--- src/rtl/key_packet_sender_if.sv ---
// key_packet_sender_if
//   Bus bundle between the key packet sender, the curve core and the packet
//   TX buffer/transmitter.
//   master : the sender (drives buffer writes, send request and status)
//   slave  : the environment (drives curve result, done level and rx header)
//   Signals:
//     curve_out              KEY_W   key from curve core
//     curve_done             1       curve core result-valid level
//     incoming_packet_header 16      header of the most recently received packet
//     record_we/addr/data            TX buffer write port
//     send_req               1       one-cycle transmit request
//     busy/done/fail         1       status
interface key_packet_sender_if #(
  parameter int unsigned KEY_W  = 256,
  parameter int unsigned WORD_W = 16,
  parameter int unsigned ADDR_W = 5
);
  logic [KEY_W-1:0]  curve_out;
  logic              curve_done;
  logic [15:0]       incoming_packet_header;
  logic              record_we;
  logic [ADDR_W-1:0] record_addr;
  logic [WORD_W-1:0] record_data;
  logic              send_req;
  logic              busy;
  logic              done;
  logic              fail;

  modport master (
    input  curve_out, curve_done, incoming_packet_header,
    output record_we, record_addr, record_data, send_req, busy, done, fail
  );

  modport slave (
    output curve_out, curve_done, incoming_packet_header,
    input  record_we, record_addr, record_data, send_req, busy, done, fail
  );
endinterface

--- src/rtl/key_packet_sender.sv ---
// key_packet_sender
//   Captures the public key from the curve core on a rising edge of
//   curve_done, writes it MSW-first into the TX packet buffer (one word per
//   cycle), requests transmission and waits for the acknowledge header,
//   retransmitting on timeout up to MAX_RETRY times.
//   Ports:
//     clock  in  system clock, posedge
//     reset  in  synchronous, active-high
//     bus    key_packet_sender_if.master (curve inputs, buffer write port,
//            send_req, busy/done/fail status)
//   Optional feature: define SENDER_CHECKSUM_EN to append one extra word at
//   address NW holding the XOR of all key words (burst of NW+1 writes).
module key_packet_sender #(
  parameter int unsigned KEY_W     = 256,
  parameter int unsigned WORD_W    = 16,
  parameter int unsigned ADDR_W    = 5,
  parameter logic [15:0] ACK_HDR   = 16'h0001,
  parameter int unsigned TIMEOUT   = 1000,
  parameter int unsigned MAX_RETRY = 3
) (
  input logic                clock,
  input logic                reset,
  key_packet_sender_if.master bus
);
  localparam int unsigned NW = KEY_W / WORD_W;
`ifdef SENDER_CHECKSUM_EN
  localparam int unsigned LAST_IDX = NW;
`else
  localparam int unsigned LAST_IDX = NW - 1;
`endif
  localparam int unsigned CNT_W = (TIMEOUT > 1) ? $clog2(TIMEOUT) : 1;
  localparam int unsigned RTY_W = (MAX_RETRY > 0) ? $clog2(MAX_RETRY + 1) : 1;

  typedef enum logic [2:0] {
    IDLE, WRITE, SEND, WAIT_ACK, DONE, FAIL
  } state_t;

  state_t            state, state_d;
  logic [KEY_W-1:0]  key_q;
  logic [ADDR_W-1:0] idx;
  logic [CNT_W-1:0]  cnt;
  logic [RTY_W-1:0]  retry;
  logic              curve_done_q;
  logic              armed;
  logic              start;
  logic              ack;
  logic              timeout;
  logic              can_retry;
  logic [WORD_W-1:0] cur_word;
`ifdef SENDER_CHECKSUM_EN
  logic [WORD_W-1:0] csum;
`endif

  // armed stays low while curve_done is held high through reset, so a level
  // that was already high at reset release cannot masquerade as an edge.
  assign start     = bus.curve_done & ~curve_done_q & armed;
  assign ack       = (bus.incoming_packet_header == ACK_HDR);
  assign timeout   = (cnt == CNT_W'(TIMEOUT - 1));
  assign can_retry = (retry < RTY_W'(MAX_RETRY));
  // The key register shifts left once per write, so the word to emit is
  // always the top slice; the latched key is not needed after the burst.
  assign cur_word  = key_q[KEY_W-1 -: WORD_W];

  always_ff @(posedge clock) begin
    if (reset) state <= IDLE;
    else       state <= state_d;
  end

  always_comb begin
    state_d         = state;
    bus.record_we   = 1'b0;
    bus.record_addr = '0;
    bus.record_data = '0;
    bus.send_req    = 1'b0;
    bus.busy        = 1'b0;
    bus.done        = 1'b0;
    bus.fail        = 1'b0;
    case (state)
      IDLE: begin
        if (start) state_d = WRITE;
      end
      WRITE: begin
        bus.busy        = 1'b1;
        bus.record_we   = 1'b1;
        bus.record_addr = idx;
`ifdef SENDER_CHECKSUM_EN
        bus.record_data = (idx == ADDR_W'(NW)) ? csum : cur_word;
`else
        bus.record_data = cur_word;
`endif
        if (idx == ADDR_W'(LAST_IDX)) state_d = SEND;
      end
      SEND: begin
        bus.busy     = 1'b1;
        bus.send_req = 1'b1;
        state_d      = WAIT_ACK;
      end
      WAIT_ACK: begin
        bus.busy = 1'b1;
        if (ack)          state_d = DONE;
        else if (timeout) state_d = can_retry ? SEND : FAIL;
      end
      DONE: begin
        bus.done = 1'b1;
        if (!bus.curve_done) state_d = IDLE;
      end
      FAIL: begin
        bus.fail = 1'b1;
        if (!bus.curve_done) state_d = IDLE;
      end
      default: state_d = IDLE;
    endcase
  end

  always_ff @(posedge clock) begin
    if (reset) begin
      key_q        <= '0;
      idx          <= '0;
      cnt          <= '0;
      retry        <= '0;
      curve_done_q <= 1'b0;
      armed        <= ~bus.curve_done;
`ifdef SENDER_CHECKSUM_EN
      csum         <= '0;
`endif
    end else begin
      curve_done_q <= bus.curve_done;
      if (!bus.curve_done) armed <= 1'b1;
      case (state)
        IDLE: begin
          if (start) begin
            key_q <= bus.curve_out;
            idx   <= '0;
            retry <= '0;
`ifdef SENDER_CHECKSUM_EN
            csum  <= '0;
`endif
          end
        end
        WRITE: begin
          key_q <= key_q << WORD_W;
          idx   <= idx + 1'b1;
`ifdef SENDER_CHECKSUM_EN
          csum  <= csum ^ cur_word;
`endif
        end
        SEND: cnt <= '0;
        WAIT_ACK: begin
          if (!ack) begin
            cnt <= cnt + 1'b1;
            if (timeout && can_retry) retry <= retry + 1'b1;
          end
        end
        default: ;
      endcase
    end
  end
endmodule
--- src/flat_wrapper.sv ---
// flat-port wrapper written by rule: the top's interface ports become plain ports
module key_packet_sender_flat 
#(
  parameter int unsigned KEY_W     = 256,
  parameter int unsigned WORD_W    = 16,
  parameter int unsigned ADDR_W    = 5,
  parameter logic [15:0] ACK_HDR   = 16'h0001,
  parameter int unsigned TIMEOUT   = 1000,
  parameter int unsigned MAX_RETRY = 3
)
  (clock, reset, bus_curve_out, bus_curve_done, bus_incoming_packet_header, bus_record_we, bus_record_addr, bus_record_data, bus_send_req, bus_busy, bus_done, bus_fail);
  key_packet_sender_if #(.KEY_W(KEY_W), .WORD_W(WORD_W), .ADDR_W(ADDR_W)) bus_i ();
  input logic clock;
  input logic reset;
  input wire logic [$bits(bus_i.curve_out)-1:0] bus_curve_out;
  input wire logic [$bits(bus_i.curve_done)-1:0] bus_curve_done;
  input wire logic [$bits(bus_i.incoming_packet_header)-1:0] bus_incoming_packet_header;
  output wire logic [$bits(bus_i.record_we)-1:0] bus_record_we;
  output wire logic [$bits(bus_i.record_addr)-1:0] bus_record_addr;
  output wire logic [$bits(bus_i.record_data)-1:0] bus_record_data;
  output wire logic [$bits(bus_i.send_req)-1:0] bus_send_req;
  output wire logic [$bits(bus_i.busy)-1:0] bus_busy;
  output wire logic [$bits(bus_i.done)-1:0] bus_done;
  output wire logic [$bits(bus_i.fail)-1:0] bus_fail;
  assign bus_i.curve_out = bus_curve_out;
  assign bus_i.curve_done = bus_curve_done;
  assign bus_i.incoming_packet_header = bus_incoming_packet_header;
  assign bus_record_we = bus_i.record_we;
  assign bus_record_addr = bus_i.record_addr;
  assign bus_record_data = bus_i.record_data;
  assign bus_send_req = bus_i.send_req;
  assign bus_busy = bus_i.busy;
  assign bus_done = bus_i.done;
  assign bus_fail = bus_i.fail;
  key_packet_sender #(.KEY_W(KEY_W), .WORD_W(WORD_W), .ADDR_W(ADDR_W), .ACK_HDR(ACK_HDR), .TIMEOUT(TIMEOUT), .MAX_RETRY(MAX_RETRY)) u_core (.clock(clock), .reset(reset), .bus(bus_i));
endmodule
--- config.mk ---
export PLATFORM = sky130hd
export DESIGN_NAME = key_packet_sender_flat
export DESIGN_NICKNAME = d
export VERILOG_FILES = /design/src/rtl/key_packet_sender_if.sv /design/src/rtl/key_packet_sender.sv /design/src/flat_wrapper.sv
export SDC_FILE = /design/constraint.sdc
export NUM_CORES = 1
export LEC_CHECK = 0
export CAP_MARGIN = 20
export CORE_ASPECT_RATIO = 0.6
export CORE_MARGIN = 2
export CORE_UTILIZATION = 50
export CTS_CLUSTER_DIAMETER = 40
export DETAILED_ROUTE_END_ITERATION = 6
export GPL_TIMING_DRIVEN = 1
export PLACE_DENSITY_LB_ADDON = 0.3
export SETUP_SLACK_MARGIN = 0.5
export SYNTH_ARGS = -nofsm -noshare
export SYNTH_HDL_FRONTEND = slang
export SYNTH_SLANG_ARGS = --single-unit
--- constraint.sdc ---
create_clock -name clock -period 1.9 [get_ports clock]
set_input_delay 0.38 -clock clock [delete_from_list [all_inputs] [get_ports clock]]
set_output_delay 0.38 -clock clock [all_outputs]
set_load 0.005 [all_outputs]
==> run metrics, run 1 <==
cell accounting for the most synthesized area dfxtp_1; die width 210 µm; syn avg cell area 8.18 µm²; Clk Latency, worst-skew pair 560 ps; CTS Buf Count 28; number of port buffers 300; Fin. Hold Viols 0; Hold Path Sink u_core.key_q[14]$_SDFFE_PP0P_; commonest non-fill, non-tap cell in the layout nand2_1; Via density 6.85; largest cells by area after synthesis dfxtp_1 43%, nand2_1 14%, a311oi_2 11%, a311oi_1 10%, nor2_1 7.8%; CP peak stage delay 880 ps; critical path arrival 3130 ps; Post-synth EDFFs 1; R2R Path Start u_core.state[1]$_SDFFE_PP0P_; Cell Area, Synth 12800 µm²; hold_sp reset; synth unique cells 55; Worst slew margin 37.6%; initial antenna violation count 10; clk root buf clkbuf_16; critical path peak fanout 35; vias in the first global route 14400; Via Count 15900; CTS tree yes; Pleak 8.35 nW; RSZ-0062 raised after global routing yes; Max Root-Sink Buffers 3; Starting Density 50.7%; Final setup viols 262; Fmax 0.363 GHz; GRT overflow 0; clock sink count 278; Rows 45; largest net degree at the start of global routing 87; R2R cell count 9; share of layout cells above drive strength 1 36.4%; YS warnings 0; Post-Syn Instances 1561; #FFs+latches synth 278; Hold/Removal Path Class in -> reg; status finished, violations left; post-route clock period utilization 145%; Hold Path Cell Cnt 2; first-pass GRT wire length 83100 µm; non-filler cells, final 2326; Die Ht 128 µm; Power Dens Cells 877 nW/µm²; Routed WL 65800 µm; Max Cap Violations 0; H-Tree Depth 1; crit end category flop; hold-fix buffers at CTS 0; failing checks design-rule violations, negative setup slack; Critical Path Source Type flop; share of the synthesized area in the top cell type 43.4%; P&R area growth vs syn 74.4%; Post-synth top flop dfxtp_1; ordered list of cells on the worst path nor2_4, buf_4, buf_12, buf_8, nand2_8, buf_12, buf_16, nand2_1, a311oi_2; die footprint 26900 µm²; design area 22300 µm²; Placer Congestion 0.897; GRT Util Overall 39.4%; DR pass1 iterations 7; most frequent cells in the layout 493 x nand2_1, 273 x clkdlybuf4s50_1, 266 x dfxtp_1, 186 x a311oi_2, 111 x nor2_1; dpl cell area 16300 µm²; wire per inst 28.3 µm; CP Class reg -> reg; RR Endpoint u_core.key_q[207]$_SDFFE_PP0P_; cell with the largest stage delay on the worst path a311oi_2; Clock Skews 16.8 ps; # DRC 35; # nets final 2248; DPL Wire Length 27100 µm; ys async rst share 0%; Max Slew Vio Count 0; Iteration-0 DRC Markers 2673; measured slew at the worst slew-check pin 935 ps; Tot Pwr 19.5 mW; minimum clock period 2760 ps; sequential fraction of the synthesis area 43.7%; final setup margin -855 ps; Top Ports 301; Peak VDD IR 0.713 mV; Reg2Reg Setup Slack -860 ps; dpl cells 2100; post-synthesis net count 1840; antenna-violating nets left 0; Worst-path clk slew 80 ps; Crit path required time 2280 ps; core footprint 25200 µm²; cell mode on critical path buf_12
## cell usage after synthesis, drive strengths merged, types with 2 or more instances
library cell	instances
a21oi	8
a22oi	17
a311oi	240
a31oi	3
and2	2
and3	24
and3b	2
buf	75
clkbuf	76
dfxtp	277
ha	4
inv	4
nand2	495
nand2b	4
nand3	3
nand3b	3
nand4	4
nor2	266
nor3	3
nor3b	2
nor4	5
o211ai	5
o21ai	5
o21bai	2
o311ai	2
o31ai	2
or3	4
or4	6
xor2	2
## state kept, by name, indices dropped and copies added (netlist names)
register             flops
u_core.idx               5
u_core.key_q           256
u_core.armed             1
u_core.cnt              10
u_core.curve_done_q      1
u_core.state             3
u_core.retry             2
## kinds of logic after synthesis
kind of cell	after synthesis	share of synthesized area, %
AND/OR/NAND/NOR	831	26.2
AO/OA/AOI/OAI	291	23.7
flip-flops	278	43.7
buffers and inverters	155	5.94
adder cells (fa/ha/maj)	4	0.392
XOR/XNOR	2	0.137
## how the worst max path moves through the flow
stage / startpoint / end
after floorplan: u_core.cnt[1]$_SDFFE_PP0P_ / u_core.retry[1]$_SDFFE_PP0P_
after global routing: u_core.state[1]$_SDFFE_PP0P_ / u_core.key_q[207]$_SDFFE_PP0P_
final: u_core.state[1]$_SDFFE_PP0P_ / u_core.key_q[207]$_SDFFE_PP0P_
after CTS: u_core.state[2]$_SDFFE_PP0P_ / bus_record_addr[2]
after detailed placement: bus_curve_done / u_core.key_q[245]$_SDFFE_PP0P_
after global placement: bus_curve_done / u_core.key_q[87]$_SDFFE_PP0P_
## report_power, final
group	total, mW	switching, mW	internal (mW)
Clock	6.24	2.73	3.51
Sequential	7.08	0.607	6.47
Combinational	6.20	3.00	3.20
Total	19.5	6.34	13.2
## layout make-up
cell class                      count  area, µm²
Antenna cell                        6       15.0
Tap cell                          329        412
Timing Repair Buffer              526       7020
Clock buffer                       37        826
Multi-Input combinational cell   1131       8180
Fill cell                         958       2900
Inverter                            4       22.5
Clock inverter                     15        185
Sequential cell                   278       5600
## routing by layer
layer  vias to the layer above  wire [µm]  track usage (%)
met5                         -         61                0
met4                         8       4570             13.7
met3                       485       9170             8.65
met2                      1494      28900             65.7
met1                      7578      23100             50.7
li1                       6374          -                -
## through the flow
step	TNS, ps	setup WS [ps]	hold slack [ps]	utilization [%]
finish	-37040	-855	177	88.5
global route	-50370	-802	203	88.4
CTS	-27330	-241	153	83.9
detailed placement	-44440	-277	466	64.9
global placement	-37840	-199	461	64.9
floorplan	0	323	433	-
## repair_timing
action	4_1_cts	5_1_grt
cloned	54	9
resized for setup	502	170
pin swaps	175	59
setup endpoints to repair	300	302
setup buffers	85	20
## worst max-delay path, delay by kind of cell, from the launching register on
kind,cells,cell delay [ps]
AO/OA/AOI/OAI,1,880
buffers and inverters,5,810
flip-flops,1,380
AND/OR/NAND/NOR,3,470
No activity file was read; power rests on OpenSTA's default activity.
==> run 2: changes to the inputs <==
SLEW_MARGIN = 20   (was not set)
==> results of run 2 <==
The final DEF is identical to that of run 1; final timing and power are the same.
